[config.mk]
export PLATFORM = sky130hd
export DESIGN_NAME = image_pipe_fifo
export DESIGN_NICKNAME = d
export VERILOG_FILES = /design/src/rtl/image_pipe_fifo.sv
export SDC_FILE = /design/constraint.sdc
export NUM_CORES = 1
export LEC_CHECK = 0
export CAP_MARGIN = 25
export CORE_MARGIN = 4
export CORE_UTILIZATION = 30
export DETAILED_ROUTE_END_ITERATION = 8
export RECOVER_POWER = 50
export SKIP_CTS_REPAIR_TIMING = 1
export SYNTH_ARGS = -nofsm -noshare
export SYNTH_HDL_FRONTEND = slang
export SYNTH_SLANG_ARGS = --single-unit
[constraint.sdc]
create_clock -name clk -period 5 [get_ports clk]
set_input_delay 1.25 -clock clk [delete_from_list [all_inputs] [get_ports clk]]
set_output_delay 1.25 -clock clk [all_outputs]
set_load 0.005 [all_outputs]
[src/rtl/image_pipe_fifo.sv]
// DEPTH-entry pixel FIFO between an upstream source and the IPM. It has an optional
// inversion stage on output load and a CPU register block. IMAGE_PIPE_FIFO_WMARK_EN adds a peak-occupancy register.
module image_pipe_fifo #(
   parameter int DW    = 32,
   parameter int DEPTH = 8
) (
   input  logic          clk,
   input  logic          rst,
   input  logic [DW-1:0] image_pipe_data_in,
   input  logic          image_pipe_valid_in,
   input  logic          image_pipe_end_in,
   output logic          image_pipe_busy_out,
   output logic [DW-1:0] ipm_data_out,
   output logic          ipm_valid_out,
   output logic          ipm_end_out,
   input  logic          ipm_busy_in,
   input  logic          reg_cpu_cs,
   input  logic [29:0]   reg_cpu_addr,
   input  logic [31:0]   reg_cpu_data_wr,
   output logic [31:0]   reg_cpu_data_rd,
   input  logic          reg_cpu_we,
   output logic          reg_cpu_wack,
   input  logic          reg_cpu_re,
   output logic          reg_cpu_rdv
);
   localparam int AW = $clog2(DEPTH);
   localparam logic [AW:0] FULL_CNT = (AW+1)'(DEPTH);
   localparam logic [AW:0] HIGH_CNT = (AW+1)'(DEPTH - 1);

   logic [DW:0]   mem_q [DEPTH];
   logic [AW-1:0] wr_ptr_q, wr_ptr_d, rd_ptr_q, rd_ptr_d;
   logic [AW:0]   cnt_q, cnt_d;
   logic          busy_q, busy_d;
   logic          out_vld_q, out_vld_d, out_end_q, out_end_d;
   logic [DW-1:0] out_data_q, out_data_d;
   logic          inv_q, inv_d, ovf_q, ovf_d, end_seen_q, end_seen_d;
   logic [31:0]   beat_cnt_q, beat_cnt_d, frame_cnt_q, frame_cnt_d;
   logic          wack_q, wack_d, rdv_q, rdv_d, re_prev_q, re_prev_d;
   logic [31:0]   rd_data_q, rd_data_d, rd_mux;
`ifdef IMAGE_PIPE_FIFO_WMARK_EN
   logic [AW:0]   wmark_q, wmark_d;
`endif

   logic [13:0] reg_idx;
   logic        wr_stb, rd_stb, flush, full, empty, accept, pop, push;
   logic [DW:0] head;
   logic        unused_bits;

   assign reg_idx     = reg_cpu_addr[13:0];
   assign wr_stb      = reg_cpu_cs & reg_cpu_we;
   assign rd_stb      = reg_cpu_cs & reg_cpu_re & ~re_prev_q;
   assign flush       = wr_stb && (reg_idx == 14'd0) && reg_cpu_data_wr[0];
   assign full        = (cnt_q == FULL_CNT);
   assign empty       = (cnt_q == '0);
   assign accept      = out_vld_q & ~ipm_busy_in;
   // Flush overrides both FIFO ends in its cycle: nothing is popped and the input beat is discarded.
   assign pop         = ~empty && (~out_vld_q || ~ipm_busy_in) && ~flush;
   assign push        = image_pipe_valid_in && (~full || pop) && ~flush;
   assign head        = mem_q[rd_ptr_q];
   assign unused_bits = ^{reg_cpu_addr[29:14], reg_cpu_data_wr[31:17], reg_cpu_data_wr[15:2]};

   always_comb begin
      rd_mux = '0;
      case (reg_idx)
         14'd0: rd_mux[1] = inv_q;
         14'd1: begin
            rd_mux[AW:0] = cnt_q;
            rd_mux[8]    = empty;
            rd_mux[9]    = full;
            rd_mux[16]   = ovf_q;
         end
         14'd2: rd_mux = beat_cnt_q;
         14'd3: rd_mux = frame_cnt_q;
`ifdef IMAGE_PIPE_FIFO_WMARK_EN
         14'd4: rd_mux[AW:0] = wmark_q;
`endif
         default: ;
      endcase
   end

   always_comb begin
      wr_ptr_d    = wr_ptr_q;
      rd_ptr_d    = rd_ptr_q;
      cnt_d       = cnt_q;
      out_vld_d   = out_vld_q;
      out_end_d   = out_end_q;
      out_data_d  = out_data_q;
      inv_d       = inv_q;
      ovf_d       = ovf_q;
      end_seen_d  = end_seen_q;
      beat_cnt_d  = beat_cnt_q;
      frame_cnt_d = frame_cnt_q;
      wack_d      = wr_stb;
      rdv_d       = reg_cpu_cs & reg_cpu_re;
      re_prev_d   = reg_cpu_re;
      rd_data_d   = rd_stb ? rd_mux : rd_data_q;

      if (flush) begin
         wr_ptr_d = '0;
         rd_ptr_d = '0;
         cnt_d    = '0;
      end else begin
         if (push) wr_ptr_d = wr_ptr_q + AW'(1);
         if (pop)  rd_ptr_d = rd_ptr_q + AW'(1);
         case ({push, pop})
            2'b10:   cnt_d = cnt_q + (AW+1)'(1);
            2'b01:   cnt_d = cnt_q - (AW+1)'(1);
            default: cnt_d = cnt_q;
         endcase
      end
      busy_d = (cnt_d >= HIGH_CNT);

      if (flush) begin
         out_vld_d  = 1'b0;
         out_end_d  = 1'b0;
         out_data_d = '0;
      end else if (pop) begin
         out_vld_d  = 1'b1;
         out_end_d  = head[DW];
         out_data_d = inv_q ? ~head[DW-1:0] : head[DW-1:0];
      end else if (accept) begin
         out_vld_d  = 1'b0;
         out_end_d  = 1'b0;
         out_data_d = '0;
      end

      if (wr_stb && (reg_idx == 14'd0)) inv_d = reg_cpu_data_wr[1];
      // Clear first so that a same-cycle overflow leaves the flag set.
      if (wr_stb && (reg_idx == 14'd1) && reg_cpu_data_wr[16]) ovf_d = 1'b0;
      if (image_pipe_valid_in && full && ~pop && ~flush) ovf_d = 1'b1;

      if (accept) begin
         if (end_seen_q) begin
            beat_cnt_d = '0;
            end_seen_d = 1'b0;
         end else begin
            beat_cnt_d = beat_cnt_q + 32'd1;
         end
         if (out_end_q) begin
            frame_cnt_d = frame_cnt_q + 32'd1;
            end_seen_d  = 1'b1;
         end
      end
   end

`ifdef IMAGE_PIPE_FIFO_WMARK_EN
   always_comb begin
      wmark_d = (cnt_q > wmark_q) ? cnt_q : wmark_q;
      if (wr_stb && (reg_idx == 14'd4)) wmark_d = cnt_q;
   end
`endif

   always_ff @(posedge clk) begin
      if (push) mem_q[wr_ptr_q] <= {image_pipe_end_in, image_pipe_data_in};
   end

   always_ff @(posedge clk) begin
      if (rst) begin
         wr_ptr_q    <= '0;
         rd_ptr_q    <= '0;
         cnt_q       <= '0;
         busy_q      <= 1'b0;
         out_vld_q   <= 1'b0;
         out_end_q   <= 1'b0;
         out_data_q  <= '0;
         inv_q       <= 1'b0;
         ovf_q       <= 1'b0;
         end_seen_q  <= 1'b0;
         beat_cnt_q  <= '0;
         frame_cnt_q <= '0;
         wack_q      <= 1'b0;
         rdv_q       <= 1'b0;
         re_prev_q   <= 1'b0;
         rd_data_q   <= '0;
`ifdef IMAGE_PIPE_FIFO_WMARK_EN
         wmark_q     <= '0;
`endif
      end else begin
         wr_ptr_q    <= wr_ptr_d;
         rd_ptr_q    <= rd_ptr_d;
         cnt_q       <= cnt_d;
         busy_q      <= busy_d;
         out_vld_q   <= out_vld_d;
         out_end_q   <= out_end_d;
         out_data_q  <= out_data_d;
         inv_q       <= inv_d;
         ovf_q       <= ovf_d;
         end_seen_q  <= end_seen_d;
         beat_cnt_q  <= beat_cnt_d;
         frame_cnt_q <= frame_cnt_d;
         wack_q      <= wack_d;
         rdv_q       <= rdv_d;
         re_prev_q   <= re_prev_d;
         rd_data_q   <= rd_data_d;
`ifdef IMAGE_PIPE_FIFO_WMARK_EN
         wmark_q     <= wmark_d;
`endif
      end
   end

   assign image_pipe_busy_out = busy_q;
   assign ipm_data_out        = out_data_q;
   assign ipm_valid_out       = out_vld_q;
   assign ipm_end_out         = out_end_q;
   assign reg_cpu_wack        = wack_q;
   assign reg_cpu_rdv         = rdv_q;
   assign reg_cpu_data_rd     = rd_data_q;
endmodule

==> summary.md, run 1 <==
| Metric | Value |
|---|---|
| Critical path startpoint category | `primary input` |
| Vias per Instance | `4.79` |
| Syn Inst Count | `1262` |
| Final wirelength | `40000 um` |
| Routed WL per cell | `18.4 um` |
| Failing checks | `max-capacitance violations, max-slew violations` |
| Netlist Area Pre-Place | `0.0167 mm^2` |
| Skew final | `0.0244 ns` |
| Via count | `10413` |
| CTS Buf Count | `45` |
| CP Capture Point | `image_pipe_busy_out` |
| Register area share after synthesis | `0.654` |
| Share of cells above drive strength 1 | `0.145` |
| CORE AREA | `0.0551 mm^2` |
| Final worst path period share | `0.822` |
| FF-to-FF End | `image_pipe_busy_out` |
| Syn_area_per_cell | `13.2 um^2` |
| Die Ht | `244 um` |
| Netlist cell types | `46` |
| Max incr delay on CP | `0.54 ns` |
| Slowest stage cell, crit path | `dlygate4sd3_1` |
| Number of fill cells | `5342` |
| Hold path start | `ipm_data_out[15]` |
| Vias in the first global route | `10737` |
| Total Power | `9.01 mW` |
| R2R depth | `11` |
| Number of primary I/O pins | `171` |
| Area contributors post-synth | `edfxtp_1 (47%), dfxtp_1 (18%), mux2_2 (6.4%)` |
| FP Rows | `86` |
| GRT Resource Usage Total | `0.132` |
| Maximum clock insertion buffer count | `3` |
| CTS Root Cell | `clkbuf_16` |
| Clock Latency Late Sink | `0.58 ns` |
| Comb pwr share | `0.198` |
| Die Wd | `244 um` |
| Status | `complete, but fails checks` |
| Syn-to-layout area delta | `21.1%` |
| Number of remaining DRC errors | `0` |
| Max Cap Viol | `1` |
| PwrDens | `445 mW/mm^2` |
| Clock power frac | `0.351` |
| Global-route wire length before repair | `62500 um` |
| Initial Util | `0.303` |
| P_leak | `6.75 nW` |
| Antenna violations before repair | `6` |
| Clock net sink count | `414` |
| Max VDD drop | `0.372 mV` |
| Worst path arrival time | `4.53 ns` |
| Worst EP required | `5.42 ns` |
| Buffers on Ports | `125` |
| P_int | `6.44 mW` |
| Pre-antenna DRT Iters | `5` |
| NumNets Final | `1497` |
| Critical path peak fanout | `7` |
| Flop pwr share | `0.452` |
| RSZ-0062 raised after global routing | `no` |
| Syn_nets | `1371` |
| Placed inst area | `0.0188 mm^2` |
| Final ANT Viol Nets | `0` |
| CTS tree | `built` |
| Final Critical Period | `4.11 ns` |
| Relative slew slack | `-0.306` |
| Max Slew Vio Count | `46` |
| Fin Setup TNS | `0 ns` |
| WHS | `0.447 ns` |
| Worst-Margin Slew | `1.96 ns` |
| Critical R2R Launch | `cnt_q[1]` |
| Synth top area share | `0.474` |
| Cell taking the most area after synthesis | `edfxtp_1` |
| Class of the worst hold path | `register to register` |
| GP Congestion | `0.786` |
| Critical path type | `primary input to register` |
| Worst setup EP type | `register` |
| Synth warnings | `0` |
| Setup Viol. Count Final | `0` |
| Largest net degree at the start of global routing | `73` |
| NetSw | `2.57 mW` |
| Flops & latches, synth | `414` |
| Flop-to-flop setup slack | `1.94 ns` |
| Sw Ratio | `0.285` |
| Reg clk slew, reported paths | `0.06 ns` |
| Dpl hpwl | `23800 um` |
| CP startpoint | `reg_cpu_addr[9]` |
| Starting DRC count in detailed routing | `618` |
| H-tree levels | `2` |
| Fin area | `0.0202 mm^2` |
| Critical path, cell by cell | `dlygate4sd3_1, nor4_1, and3_1, nand3_1, and2_1, ha_1, xor2_1, ha_1, a21oi_1, mux2i_1, xor2_1, nand2b_1, a21oi_1` |
| Fmax | `243 MHz` |
| Hold Violations, Final | `0` |
| Grt ovf | `0` |
| Die area | `0.0595 mm^2` |
## kinds of logic after synthesis
group           Yosys count  synth area share
compound gates          160            0.0593
xor+xnor                 68            0.0356
fa+ha+maj                 7           0.00524
buf+inv                  79            0.0222
flops                   414             0.654
mux                     196             0.127
simple gates            338            0.0969
## sequential cells by signal, summed over array words and instances, names as in the netlist, named ones only
signal               count
mem_q                  264
end_seen_q               1
re_prev_q                1
reg_cpu_rdv              1
ipm_end_out              1
reg_cpu_data_rd         32
ipm_valid_out            1
wr_ptr_q                 3
rd_ptr_q                 3
frame_cnt_q             32
ovf_q                    1
cnt_q                    4
ipm_data_out            32
inv_q                    1
reg_cpu_wack             1
beat_cnt_q              32
image_pipe_busy_out      1
## layout make-up
type                    count  area (um^2)  area share
diodes                      1         2.50    0.000124
clock buffers              63         1240      0.0614
clock inverters            20          171     0.00847
inverters                   4         15.0    0.000742
multi-input cells         769         5480       0.271
flip-flops and latches    414        10900       0.540
well taps                 748          936      0.0462
repair buffers            154         1460      0.0721
## layout by cell type (no fill, tap or decap), types with 8 or more instances in the layout
cell type,count
and3_1,13
xor2_1,56
nand2_1,95
o22ai_1,31
dlygate4sd3_1,79
clkdlybuf4s50_1,45
xnor2_1,12
o21ai_0,11
a221oi_1,31
mux2i_1,98
clkbuf_1,18
a22oi_1,8
nor2_1,81
nand4_1,27
mux2_2,95
clkbuf_16,45
and4_1,9
a21oi_1,73
clkinv_2,9
dfxtp_1,149
buf_4,24
edfxtp_1,264
nand3_1,61
## per-stage QoR
step                       util  instances  worst slack [ns]
after floorplan               -       1262             0.271
after global placement    0.342       2088             0.449
after detailed placement  0.342       2088             0.441
after CTS                 0.368       2171              1.06
after global routing      0.367       2172             0.739
final                     0.367       2173             0.888
## how the worst min path moves through the flow
stage / to / slack (ns) / cells past startpoint
6_report: ipm_data_out[15] / 0.45 / 2
5_1_grt: ipm_data_out[29] / 0.47 / 2
4_1_cts: ipm_data_out[16] / 0.45 / 2
3_5_place_dp: ipm_data_out[16] / 0.44 / 2
3_3_place_gp: ipm_data_out[31] / 0.44 / 2
2_1_floorplan: end_seen_q / 0.44 / 2
## worst max-delay path, delay by kind of cell
family	cells	cell delay (ns)
AO/OA/AOI/OAI	2	0.23
adder cells (fa/ha/maj)	2	0.48
XOR/XNOR	2	0.36
buffers and inverters	1	0.54
AND/OR/NAND/NOR	5	1.43
multiplexers	1	0.24
## cells in the mapped netlist (all sizes together)
cell and instances:
nor2 90, or3b 1, a21oi 73, and3b 1, o22ai 31, nor2b 5, xor2 56, ha 7
nand2 96, dfxtp 150, nand3b 3, mux4 3, o21ai 12, nor3 8, nand2b 6, nand4b 1
nand4 27, or4 2, nand3 61, a221oi 31, mux2 95, or2 2, or3 3, inv 4
a32oi 1, and3 13, clkbuf 44, a22oi 8, mux2i 98, a31oi 1, xnor2 12, a21o 1
and2 3, and4 9, edfxtp 264, o221ai 1, nor4 7, o41ai 1, buf 31
## power groups by stage
stage               sequential [mW]  combinational [mW]  clock [mW]
floorplan                      4.08                1.07           0
global placement               4.14                1.80           0
detailed placement             4.15                1.82           0
CTS                            4.08                1.83        3.26
global route                   4.10                1.95        3.40
finish                         4.07                1.78        3.16
## layer usage
metal,global-route usage,share of wire
met5,0,0.00058
met4,0.0343,0.021
met3,0.0311,0.056
met2,0.217,0.47
met1,0.176,0.46
No activity file was read; power rests on OpenSTA's default activity.
==> inputs of run 2 (changes only) <==
==> constraint.sdc (replaced) <==
create_clock -name clk -period 4.2 [get_ports clk]
set_input_delay 1.05 -clock clk [delete_from_list [all_inputs] [get_ports clk]]
set_output_delay 1.05 -clock clk [all_outputs]
set_load 0.005 [all_outputs]
==> summary.md, run 2 (synthesis results as in run 1) <==
| Metric | Value |
|---|---|
| NumNets Final | `1504 (was 1497)` |
| Fmax | `283 MHz` |
| Levels on crit path | `5 (was 13)` |
| Vias per Instance | `4.78 (was 4.79)` |
| Clock power frac | `0.353 (was 0.351)` |
| Via count | `10420 (was 10413)` |
| P_leak | `6.82 nW (was 6.75 nW)` |
| CORE AREA | `0.0551 mm^2 (unchanged)` |
| Vias in the first global route | `10628 (was 10737)` |
| H-tree levels | `2 (unchanged)` |
| Failing checks | `max-capacitance violations, max-slew violations (unchanged)` |
| Flop-to-flop setup slack | `1.24 ns (was 1.94 ns)` |
| Reg area | `0.0109 mm^2 (unchanged)` |
| Pre-antenna DRT Iters | `5 (unchanged)` |
| Initial Util | `0.303 (unchanged)` |
| Worst EP required | `4.65 ns (was 5.42 ns)` |
| Maximum clock insertion buffer count | `3 (unchanged)` |
| P_int | `7.76 mW (was 6.44 mW)` |
| PwrDens | `529 mW/mm^2 (was 445 mW/mm^2)` |
| Starting DRC count in detailed routing | `485 (was 618)` |
| CTS Root Cell | `clkbuf_16 (unchanged)` |
| Final Critical Period | `3.53 ns` |
| Fin Setup TNS | `0 ns (unchanged)` |
| Die area | `0.0595 mm^2 (unchanged)` |
| CP Capture Point | `reg_cpu_data_rd[8] (was image_pipe_busy_out)` |
| Total Power | `10.8 mW (was 9.01 mW)` |
| Status | `complete, but fails checks (unchanged)` |
| CTS tree | `built (unchanged)` |
| Max reg flops | `264 (unchanged)` |
| Number of remaining DRC errors | `0 (unchanged)` |
| Worst setup EP type | `register (unchanged)` |
| Antenna violations before repair | `4 (was 6)` |
| Critical path startpoint category | `primary input (unchanged)` |
| RSZ-0062 raised after global routing | `no (unchanged)` |
| Hold Violations, Final | `0 (unchanged)` |
| Reg clk slew, reported paths | `0.06 ns (about the same)` |
| GRT Resource Usage Total | `0.130 (was 0.132)` |
| Die Wd | `244 um (unchanged)` |
| Largest Register | `mem_q (unchanged)` |
| Max incr delay on CP | `1.52 ns (was 0.54 ns)` |
| Max Cap Viol | `1 (unchanged)` |
| Worst path arrival time | `3.99 ns (was 4.53 ns)` |
| Crit path buffers/inverters | `2 (was 1)` |
| Critical path type | `primary input to register (unchanged)` |
| GP Congestion | `0.787 (was 0.786)` |
| Skew final | `0.0373 ns (was 0.0244 ns)` |
| Dpl hpwl | `24000 um (was 23800 um)` |
| CP top delay family | `buffers and inverters (was simple AND/OR/NAND/NOR gates)` |
| Critical path, cell by cell | `clkbuf_1, clkbuf_1, nor2_1, nand2_1, o21ai_0 (was dlygate4sd3_1, nor4_1, and3_1, nand3_1, and2_1, ha_1, xor2_1, ha_1, a21oi_1, mux2i_1, xor2_1, nand2b_1, a21oi_1)` |
| Buffers on Ports | `125 (unchanged)` |
| Final ANT Viol Nets | `0 (unchanged)` |
| Class of the worst hold path | `register to register (unchanged)` |
| Worst setup slack after layout | `0.666 ns (was 0.888 ns)` |
| Die Ht | `244 um (unchanged)` |
| Largest net degree at the start of global routing | `49 (was 73)` |
| Grt ovf | `0 (unchanged)` |
| Most frequent cells in the layout | `edfxtp_1 (264), dfxtp_1 (149), mux2i_1 (98) (unchanged)` |
| Final worst path period share | `0.841` |
| Number of fill cells | `5321 (was 5342)` |
| CP startpoint | `rst (was reg_cpu_addr[9])` |
| FP Rows | `86 (unchanged)` |
| Clock net sink count | `414 (unchanged)` |
| NetSw | `3.00 mW (was 2.57 mW)` |
| Flop pwr share | `0.450 (was 0.452)` |
| Dpl ws | `0.128 ns (was 0.441 ns)` |
| Setup Viol. Count Final | `0 (unchanged)` |
| R2R depth | `11 (unchanged)` |
| Hold path start | `ipm_data_out[14] (was ipm_data_out[15])` |
| Max VDD drop | `0.271 mV (was 0.372 mV)` |
| Worst-Margin Slew | `2.04 ns (was 1.96 ns)` |
| Comb pwr share | `0.197 (was 0.198)` |
| Critical path peak fanout | `46 (was 7)` |
| Max Slew Vio Count | `47 (was 46)` |
| Routed WL per cell | `18.2 um (was 18.4 um)` |
| Critical R2R Launch | `cnt_q[1] (unchanged)` |
| Share of cells above drive strength 1 | `0.148 (was 0.145)` |
| Final wirelength | `39700 um (was 40000 um)` |
| Relative slew slack | `-0.357 (was -0.306)` |
| Number of primary I/O pins | `171 (unchanged)` |
| Clock Latency Late Sink | `0.57 ns (was 0.58 ns)` |
| Slowest stage cell, crit path | `clkbuf_1 (was dlygate4sd3_1)` |
| Most common cell after layout, fill and taps aside | `edfxtp_1 (unchanged)` |
| Sw Ratio | `0.278 (was 0.285)` |
| FF-to-FF End | `image_pipe_busy_out (unchanged)` |
| Cell mode on critical path | `clkbuf_1` |
| Multi-input logic area | `0.00550 mm^2 (was 0.00548 mm^2)` |
| Syn-to-layout area delta | `21.8% (was 21.1%)` |
| Final core occ | `0.369 (was 0.367)` |
| CTS Buf Count | `45 (unchanged)` |
| Global-route wire length before repair | `61600 um (was 62500 um)` |
## run 2: changes by cell type in the layout (fill, tap and decap cells not counted), moves of 5 or more
cell | before | now
buf_4 | 24 | 30
clkbuf_1 | 18 | 23
clkbuf_8 | 5 | 10
clkdlybuf4s50_1 | 45 | 38
clkinv_2 | 9 | 3
dlygate4sd3_1 | 79 | 86
## run 2: through the flow
step                      instance area [um^2]  std cells  hold WS (ns)
after floorplan                          16700       1262         0.437
after global placement                   18900       2096         0.439
after detailed placement                 18900       2096         0.442
after CTS                                20400       2178         0.450
after global routing                     20300       2178         0.466
final                                    20300       2179         0.446
## run 2: final cells by class
type | count | area share
diodes | 1 | 0.000123
clock buffers | 73 | 0.0654
clock inverters | 9 | 0.00529
inverters | 4 | 0.000738
multi-input cells | 769 | 0.270
flip-flops and latches | 414 | 0.537
well taps | 748 | 0.0460
repair buffers | 161 | 0.0750
## run 2: power groups by stage
stage,registers (mW),logic (mW),clock network (mW)
after floorplan,4.85,1.27,0
after global placement,4.91,2.16,0
after detailed placement,4.93,2.19,0
after CTS,4.84,2.20,3.91
after global routing,4.87,2.31,4.08
final,4.84,2.12,3.80
## run 2: worst register-to-register path, stage by stage, from the launching register on
cell and delay (ns):
dfxtp_1 0.40, nor4_1 0.62, a21oi_1 0.22, and2_1 0.22, ha_1 0.23, xor2_1 0.15
ha_1 0.19, a21oi_1 0.17, mux2i_1 0.23, xor2_1 0.19, nand2b_1 0.13, a21oi_1 0.06
## run 2: metal layers
layer | wire length (um) | track usage
met5 | 13 | 0
met1 | 18600 | 0.180
met2 | 18400 | 0.210
met4 | 552 | 0.0287
met3 | 2070 | 0.0298
## run 2: worst min path at each step
stage | to | slack (ns) | depth (start not counted)
after floorplan | end_seen_q | 0.44 | 2
after global placement | ipm_data_out[12] | 0.44 | 2
after detailed placement | ipm_data_out[14] | 0.44 | 2
after CTS | ipm_data_out[14] | 0.45 | 2
after global routing | ipm_data_out[10] | 0.47 | 2
final | ipm_data_out[14] | 0.45 | 2
==> inputs of run 3 (changes only) <==
==> constraint.sdc (replaced) <==
create_clock -name clk -period 3 [get_ports clk]
set_input_delay 0.75 -clock clk [delete_from_list [all_inputs] [get_ports clk]]
set_output_delay 0.75 -clock clk [all_outputs]
set_load 0.005 [all_outputs]
==> summary.md, run 3 (synthesis results as in run 1) <==
| Metric | Value |
|---|---|
| Buffers on Ports | `125 (unchanged)` |
| Most common cell after layout, fill and taps aside | `edfxtp_1 (unchanged)` |
| FP Rows | `86 (unchanged)` |
| Share of cells above drive strength 1 | `0.177 (was 0.148)` |
| Final ANT Viol Nets | `0 (unchanged)` |
| Worst-Margin Slew | `1.56 ns (was 2.04 ns)` |
| Worst setup EP type | `register (unchanged)` |
| PwrDens | `751 mW/mm^2 (was 529 mW/mm^2)` |
| Reg clk slew, reported paths | `0.06 ns (about the same)` |
| Relative slew slack | `-0.0384 (was -0.357)` |
| H-tree levels | `2 (unchanged)` |
| Failing checks | `max-capacitance violations, max-slew violations (unchanged)` |
| Initial Util | `0.303 (unchanged)` |
| Flop-to-flop setup slack | `0.50 ns (was 1.24 ns)` |
| Post-route insts no fill | `2221 (was 2179)` |
| Setup Viol. Count Final | `0 (unchanged)` |
| Starting DRC count in detailed routing | `674 (was 485)` |
| Global-route wire length before repair | `64500 um (was 61600 um)` |
| Flop pwr share | `0.427 (was 0.450)` |
| GRT Resource Usage Total | `0.137 (was 0.130)` |
| Most frequent cells in the layout | `edfxtp_1 (264), dfxtp_1 (149), mux2i_1 (98) (unchanged)` |
| NumNets Final | `1543 (was 1504)` |
| Die Ht | `244 um (unchanged)` |
| Clock Latency Late Sink | `0.58 ns (was 0.57 ns)` |
| Top Layer Used | `met5 (unchanged)` |
| Final wirelength | `41500 um (was 39700 um)` |
| GP Congestion | `0.778 (was 0.787)` |
| Reg area | `0.0109 mm^2 (unchanged)` |
| Critical path peak fanout | `2 (was 46)` |
| Cells after DPL | `2135 (was 2096)` |
| CTS tree | `built (unchanged)` |
| Skew final | `0.0428 ns (was 0.0373 ns)` |
| Number of fill cells | `5288 (was 5321)` |
| Max VDD drop | `0.576 mV (was 0.271 mV)` |
| Number of remaining DRC errors | `0 (unchanged)` |
| Max Slew Vio Count | `35 (was 47)` |
| P_int | `11.5 mW (was 7.76 mW)` |
| Largest net degree at the start of global routing | `40 (was 49)` |
| Comb pwr share | `0.213 (was 0.197)` |
| Syn-to-layout area delta | `26.2% (was 21.8%)` |
| Max reg flops | `264 (unchanged)` |
| P_leak | `6.96 nW (was 6.82 nW)` |
| Antenna violations before repair | `5 (was 4)` |
| CORE AREA | `0.0551 mm^2 (unchanged)` |
| Largest Register | `mem_q (unchanged)` |
| Maximum clock insertion buffer count | `3 (unchanged)` |
| Vias in the first global route | `10902 (was 10628)` |
| Multi-input logic area | `0.00556 mm^2 (was 0.00550 mm^2)` |
| Final worst path period share | `0.948` |
| NetSw | `4.36 mW (was 3.00 mW)` |
| Sw Ratio | `0.275 (was 0.278)` |
| Via count | `10771 (was 10420)` |
| CTS Root Cell | `clkbuf_16 (unchanged)` |
| Clock net sink count | `414 (unchanged)` |
| Status | `complete, but fails checks (unchanged)` |
| Worst EP required | `3.43 ns (was 4.65 ns)` |
| Fmax | `352 MHz` |
| Routed WL per cell | `18.7 um (was 18.2 um)` |
| Dpl hpwl | `25200 um (was 24000 um)` |
| Final Critical Period | `2.84 ns` |
| Class of the worst hold path | `register to register (unchanged)` |
| Met1 wire length | `18600 um (about the same)` |
| Hold Violations, Final | `0 (unchanged)` |
| Met3 Wirelength | `2240 um (was 2070 um)` |
| Worst path arrival time | `3.27 ns (was 3.99 ns)` |
| Die Wd | `244 um (unchanged)` |
| Die area | `0.0595 mm^2 (unchanged)` |
| Vias per Instance | `4.85 (was 4.78)` |
| Max Cap Viol | `1 (unchanged)` |
| Grt ovf | `0 (unchanged)` |
| Number of primary I/O pins | `171 (unchanged)` |
| Fin Setup TNS | `0 ns (unchanged)` |
| Pre-antenna DRT Iters | `5 (unchanged)` |
| Critical path type | `primary input to register (unchanged)` |
| Clock power frac | `0.360 (was 0.353)` |
| Critical path startpoint category | `primary input (unchanged)` |
| WL met2 | `19700 um (was 18400 um)` |
| CTS Buf Count | `45 (unchanged)` |
## run 3: power by group through the flow
stage / clock, mW / sequential, mW / combinational [mW]
2_1_floorplan: 0 / 6.79 / 1.79
3_3_place_gp: 0 / 6.87 / 3.35
3_5_place_dp: 0 / 6.88 / 3.38
4_1_cts: 5.85 / 6.76 / 3.40
5_1_grt: 6.12 / 6.80 / 3.67
6_report: 5.71 / 6.76 / 3.37
## run 3: worst paths after layout
check                                       from                  end  cells past startpoint
worst min-delay path            ipm_data_out[28]     ipm_data_out[28]                      2
worst max register to register          cnt_q[1]  image_pipe_busy_out                     11
worst min register to register  ipm_data_out[28]     ipm_data_out[28]                      2
worst max-delay path             reg_cpu_addr[3]  image_pipe_busy_out                     13
## run 3: area by class of cell
type	count	share of cell area
Inverter	4	0.000712
Multi-Input combinational cell	769	0.264
Sequential cell	414	0.519
Tap cell	748	0.0444
Timing Repair Buffer	200	0.0988
Clock inverter	20	0.0120
Antenna cell	3	0.000356
Clock buffer	63	0.0615
## run 3: worst max-delay path, cell delays in order
cell	delay, ns
clkdlybuf4s50_1	0.42
nor4_2	0.32
and3_4	0.27
nand3_2	0.07
and2_4	0.18
ha_4	0.15
xor2_1	0.14
ha_2	0.19
a21oi_2	0.12
mux2i_1	0.25
xor2_1	0.20
nand2b_1	0.13
a21oi_1	0.07
## run 3: routing by layer
| metal | global-route usage | up-vias |
|---|---|---|
| li1 | - | 5059 |
| met1 | 0.183 | 5376 |
| met2 | 0.226 | 259 |
| met3 | 0.0282 | 75 |
| met4 | 0.0380 | 2 |
| met5 | 0 | - |
## run 3: through the flow
stage | instance area [um^2] | setup WS (ns) | power (mW) | utilization | hold WS (ns)
global placement | 19600 | -0.486 | 10.2 | 0.355 | 0.440
floorplan | 16800 | -0.287 | 8.58 | - | 0.437
detailed placement | 19600 | -0.576 | 10.3 | 0.355 | 0.446
CTS | 21100 | 0.0171 | 16.0 | 0.383 | 0.428
global route | 21100 | -0.0108 | 16.6 | 0.383 | 0.446
finish | 21100 | 0.155 | 15.8 | 0.383 | 0.447
